**src/rtl/instr_sequencer.sv**
```systemverilog
// Instruction sequencer: accepts one 24-bit instruction at a time and steps the
// register-file / ALU / bus-buffer controls through decode, execute and writeback.
module instr_sequencer #(
    parameter int unsigned EXEC_CYCLES = 1
) (
    input  logic        clk,
    input  logic        reset,
    input  logic        instr_valid,
    input  logic [23:0] instr,
    output logic        instr_ready,
    output logic [15:0] initialR,
    output logic [3:0]  regWrite,
    output logic [3:0]  regRead1,
    output logic [3:0]  regRead2,
    output logic [7:0]  ALUOp,
    output logic [3:0]  buffCtrl,
    output logic        regWriteEn,
    output logic        busy,
    output logic        halted,
    output logic        err_illegal,
    output logic [15:0] retired,
    output logic [2:0]  dbg_state
);

    typedef enum logic [2:0] {
        S_IDLE      = 3'd0,
        S_DECODE    = 3'd1,
        S_EXEC      = 3'd2,
        S_WB        = 3'd3,
        S_WRITE_IMM = 3'd4,
        S_HALTED    = 3'd5
    } state_t;

    localparam logic [3:0] OP_NOP   = 4'h0;
    localparam logic [3:0] OP_LOADI = 4'h1;
    localparam logic [3:0] OP_ALU   = 4'h2;
    localparam logic [3:0] OP_HALT  = 4'hF;
    localparam logic [3:0] LAST_CNT = 4'(EXEC_CYCLES - 1);

    state_t      state_q, state_d;
    logic [23:0] instr_q;
    logic [3:0]  cnt_q, cnt_d;
    logic        err_q;
    logic [15:0] retired_q;
    logic        accept;
    logic        retire;
    logic        set_err;

    logic [3:0]  opcode;
    logic [3:0]  rd;
    logic [3:0]  rs1;
    logic [3:0]  rs2;
    logic [7:0]  op_byte;
    logic [15:0] imm;

    // Every field decodes from the latched copy, so instr may change freely while busy.
    assign opcode  = instr_q[15:12];
    assign rd      = instr_q[11:8];
    assign rs1     = instr_q[7:4];
    assign rs2     = instr_q[3:0];
    assign op_byte = instr_q[23:16];
    assign imm     = {instr_q[23:16], instr_q[7:0]};

    always_ff @(posedge clk or posedge reset) begin
        if (reset) begin
            state_q   <= S_IDLE;
            instr_q   <= 24'd0;
            cnt_q     <= 4'd0;
            err_q     <= 1'b0;
            retired_q <= 16'd0;
        end else begin
            state_q <= state_d;
            cnt_q   <= cnt_d;
            if (accept) begin
                instr_q <= instr;
            end
            if (set_err) begin
                err_q <= 1'b1;
            end
            if (retire) begin
                retired_q <= retired_q + 16'd1;
            end
        end
    end

    always_comb begin
        state_d     = state_q;
        cnt_d       = cnt_q;
        accept      = 1'b0;
        retire      = 1'b0;
        set_err     = 1'b0;
        instr_ready = 1'b0;
        busy        = 1'b0;
        halted      = 1'b0;
        initialR    = 16'd0;
        regWrite    = 4'd0;
        regRead1    = 4'd0;
        regRead2    = 4'd0;
        ALUOp       = 8'd0;
        buffCtrl    = 4'b0000;
        regWriteEn  = 1'b0;

        case (state_q)
            S_IDLE: begin
                instr_ready = 1'b1;
                if (instr_valid) begin
                    accept  = 1'b1;
                    state_d = S_DECODE;
                end
            end
            S_DECODE: begin
                busy = 1'b1;
                case (opcode)
                    OP_NOP: begin
                        retire  = 1'b1;
                        state_d = S_IDLE;
                    end
                    OP_LOADI: state_d = S_WRITE_IMM;
                    OP_ALU: begin
                        cnt_d   = 4'd0;
                        state_d = S_EXEC;
                    end
                    OP_HALT: state_d = S_HALTED;
                    default: begin
                        set_err = 1'b1;
                        retire  = 1'b1;
                        state_d = S_IDLE;
                    end
                endcase
            end
            S_EXEC: begin
                busy     = 1'b1;
                regRead1 = rs1;
                regRead2 = rs2;
                ALUOp    = op_byte;
                buffCtrl = 4'b0110;
                if (cnt_q == LAST_CNT) begin
                    state_d = S_WB;
                end else begin
                    cnt_d = cnt_q + 4'd1;
                end
            end
            S_WB: begin
                // ALU result drives the write bus; the immediate buffer stays off.
                busy       = 1'b1;
                regRead1   = rs1;
                regRead2   = rs2;
                ALUOp      = op_byte;
                buffCtrl   = 4'b1110;
                regWrite   = rd;
                regWriteEn = 1'b1;
                retire     = 1'b1;
                state_d    = S_IDLE;
            end
            S_WRITE_IMM: begin
                busy       = 1'b1;
                initialR   = imm;
                buffCtrl   = 4'b0001;
                regWrite   = rd;
                regWriteEn = 1'b1;
                retire     = 1'b1;
                state_d    = S_IDLE;
            end
            S_HALTED: begin
                halted = 1'b1;
            end
            default: begin
                state_d = S_IDLE;
            end
        endcase
    end

    assign err_illegal = err_q;
    assign retired     = retired_q;
    assign dbg_state   = state_q;

endmodule

```
**config.mk**
```make
export PLATFORM = sky130hd
export DESIGN_NAME = instr_sequencer
export DESIGN_NICKNAME = d
export VERILOG_FILES = /design/src/rtl/instr_sequencer.sv
export SDC_FILE = /design/constraint.sdc
export NUM_CORES = 1
export LEC_CHECK = 0
export CAP_MARGIN = 0
export CORE_MARGIN = 2
export CORE_UTILIZATION = 48
export CTS_CLUSTER_SIZE = 25
export DETAILED_ROUTE_END_ITERATION = 10
export PLACE_DENSITY = 0.92
export SLEW_MARGIN = 20
export SYNTH_ARGS = -nofsm -noshare
export SYNTH_HDL_FRONTEND = slang
export SYNTH_SLANG_ARGS = --single-unit
export TNS_END_PERCENT = 20
```
**constraint.sdc**
```tcl
create_clock -name clk -period 4.98 [get_ports clk]
set_input_delay 0.996 -clock clk [delete_from_list [all_inputs] [get_ports clk]]
set_output_delay 0.996 -clock clk [all_outputs]
set_load 0.02 [all_outputs]
```
==> metrics.md <==
| Metric | Value |
|---|---|
| Status | finished clean |
| Worst Hold Depth | 1 |
| Fin Setup TNS | 0 ns |
| H-Tree Depth | 2 |
| CP endpoint kind | output port |
| EDFF count, synth | 0 |
| Share of cells above drive strength 1 | 16.1% |
| Highest-delay cell along the critical path | nor3b_2 |
| Slew Limit Fails | 0 |
| CP Data Required Time | 3.98 ns |
| CTS Buffer Depth | 2 |
| CORE AREA | 5110 µm² |
| Vias in the first global route | 1,885 |
| Wire per inst | 14.9 µm |
| Drt drc | 0 |
| Pleak | 1.49 nW |
| Worst VDD drop | 398 µV |
| Hold buffers post-CTS | 0 |
| Root buffer cell | clkbuf_8 |
| R2r endpoint | retired[14]$_DFFE_PP0P_ |
| Worst slew margin | 43.2% |
| CP Launch Type | flop |
| Detailed-route vias per instance | 5.20 |
| Die H | 76.7 µm |
| Synth area leader | dfrtp_1 |
| Initial antenna violation count | 0 |
| Clock Sinks | 48 |
| Worst path top cell family by delay | buffers and inverters |
| Cells after Synth | 220 |
| Die Wd | 76.7 µm |
| Worst Hold Path EP | err_illegal$_DFFE_PP0P_ |
| Synth top area share | 47.4% |
| Synth Warn # | 0 |
| Post-CTS resize count | 0 |
| Initial core utilization | 49.6% |
| Starting DRT DRC Count | 96 |
| Worst-path cell chain | nor3b_2 > a21oi_2 > buf_4 > nor2b_1 > clkdlybuf4s50_1 |
| CTS tree | yes |
| Hold Vio Cnt, Final | 0 |
| Crit path max fanout | 18 |
| Later-pin clock latency in the skew report | 0.29 ns |
| Vias | 1,943 |
| Maxcap violations | 0 |
| Dpl hpwl | 4.20 mm |
| Top cells by area, synth | dfrtp_1 47%, mux2_2 11%, and2_1 8.6%, xor2_1 4.8%, a211oi_2 2.5% |
| CTS buffer count | 5 |
| Gr usage total | 19.6% |
| Fin area | 3550 µm² |
| Netlist cell types | 43 |
| Final setup fails | 0 |
| CP max stage delay | 0.76 ns |
| Synthesized area per cell | 11.5 µm² |
| Routed WL | 5.56 mm |
| Area post-placement | 3450 µm² |
| Syn nets | 250 |
| Setup CP Type | flop to output port |
| Setup bufs post-CTS | 0 |
| Worst R2R Setup Slack | 2.58 ns |
| Largest net degree at the start of global routing | 49 |
| Congestion Overflow GR | 0 |
| Syn-to-layout area delta | 40.0% |
| Ant. Diodes | 0 |
| Slew at the pin closest to its max-slew limit | 0.848 ns |
| Primary FF master, synth | dfrtp_1 |
| F_max | 0.262 GHz |
| GPL Wtd Cong | 0.805 |
| Buffers on Ports | 90 |
| Drt pass-1 iters | 4 |
| Worst clock skew | 0.00670 ns |
| Final worst-path cycle share | 76.6% |
| Most frequent cell after synthesis | dfrtp_1 |
| CTS clock-pin slew for the worst setup and hold paths | 0.07 ns |
| Min-delay src | err_illegal$_DFFE_PP0P_ |
| Most frequent cells after synthesis | 48 x dfrtp_1, 35 x and2_1, 25 x mux2_2, 14 x xor2_1, 9 x nand3_1 |
| Register area share after synthesis | 47.4% |
| I/O pin total | 91 |
| Cell Area, Synth | 2530 µm² |
| Async S/R FF share, synth | 100% |
| Reg2Reg Depth | 5 |
| Worst hold path type | flop to flop |
| Die Area | 5880 µm² |
| Unrepaired setup endpoints after global routing | no |
| Minimum clock period | 3.81 ns |
| CP arrival | 2.82 ns |
| First-pass GRT wire length | 9.24 mm |
| PD cells | 507 nW/µm² |
| Net count, final | 335 |
| Site Rows | 26 |
| Synth Register Bits | 48 |
| Reg-to-reg startpoint | dbg_state[2]$_DFFE_PP0P_ |
| Buffers & Inverters on Critical Path | 2 |
| ANT nets after route | 0 |
-- layout make-up --
cell class / count / area (µm²)
Fill cell: 387 / 1560
Multi-Input combinational cell: 152 / 1220
Sequential cell: 48 / 1200
Timing Repair Buffer: 91 / 908
Tap cell: 70 / 87.6
Clock buffer: 5 / 68.8
Clock inverter: 1 / 30.0
Inverter: 7 / 27.5
-- worst max-delay path by stage --
| stage | start | slack, ns | to | cells after the start |
|---|---|---|---|---|
| final | dbg_state[2]$_DFFE_PP0P_ | 1.17 | regWrite[2] | 5 |
| after global routing | dbg_state[2]$_DFFE_PP0P_ | 0.92 | regWrite[2] | 5 |
| after CTS | dbg_state[2]$_DFFE_PP0P_ | 1.16 | regWrite[2] | 5 |
| after detailed placement | dbg_state[2]$_DFFE_PP0P_ | 1.49 | regWrite[2] | 5 |
| after global placement | dbg_state[2]$_DFFE_PP0P_ | 1.59 | regWrite[2] | 5 |
| after floorplan | dbg_state[0]$_DFFE_PP0P_ | 2.37 | initialR[10] | 4 |
-- registers in the layout (all words and copies together), names as in the netlist --
signal	cells
instr_q	24
cnt_q	4
dbg_state	3
retired	16
err_illegal	1
-- metal layers --
layer | share of wire (%) | global-route usage (%) | routed length [µm]
met3 | 4.7 | 4.12 | 259
met5 | 0 | 0 | 0
met2 | 50 | 33.1 | 2770
met4 | 1.4 | 6.36 | 80
met1 | 44 | 25.3 | 2440
-- cells in the final DEF, fill, tap and decap left out, types with 2 or more instances in the layout --
master           count
or4_1                2
and2_1              34
a21oi_1              7
xnor2_1              3
nor3b_2              3
a211oi_2             5
xor2_1              14
nand3_1              9
dfrtp_1             48
nor2_1               2
nor2b_1              8
clkbuf_8             5
inv_1                6
nand2_1              8
ha_1                 3
nand4_1              2
a22o_1               2
mux2_2              25
clkdlybuf4s50_1     90
a2111oi_2            3
-- kinds of logic after synthesis --
logic type      count (synthesis)  share of synthesized area [%]
compound gates                 27                           10.2
simple gates                   79                           19.2
xor+xnor                       17                           5.87
flops                          48                           47.4
fa+ha+maj                       3                           1.48
buf+inv                        20                           4.34
mux                            26                           11.5
-- where the power goes --
group          switching (mW)  total, mW  leakage (nW)  internal (mW)
clock                   0.117      0.261        0.0501          0.144
sequential              0.151      0.676         0.598          0.525
combinational           0.428      0.864         0.843          0.436
-- per-stage QoR --
stage	util (%)	power, mW	hold WS [ns]	setup WS [ns]	instances
after floorplan	-	1.24	0.473	2.37	220
after global placement	67.5	1.52	0.469	1.59	368
after detailed placement	67.5	1.56	0.458	1.49	368
after CTS	69.4	1.82	0.491	1.16	374
after global routing	69.5	1.91	0.506	0.921	374
final	69.5	1.80	0.486	1.17	374
(Power assumes the default switching activity.)
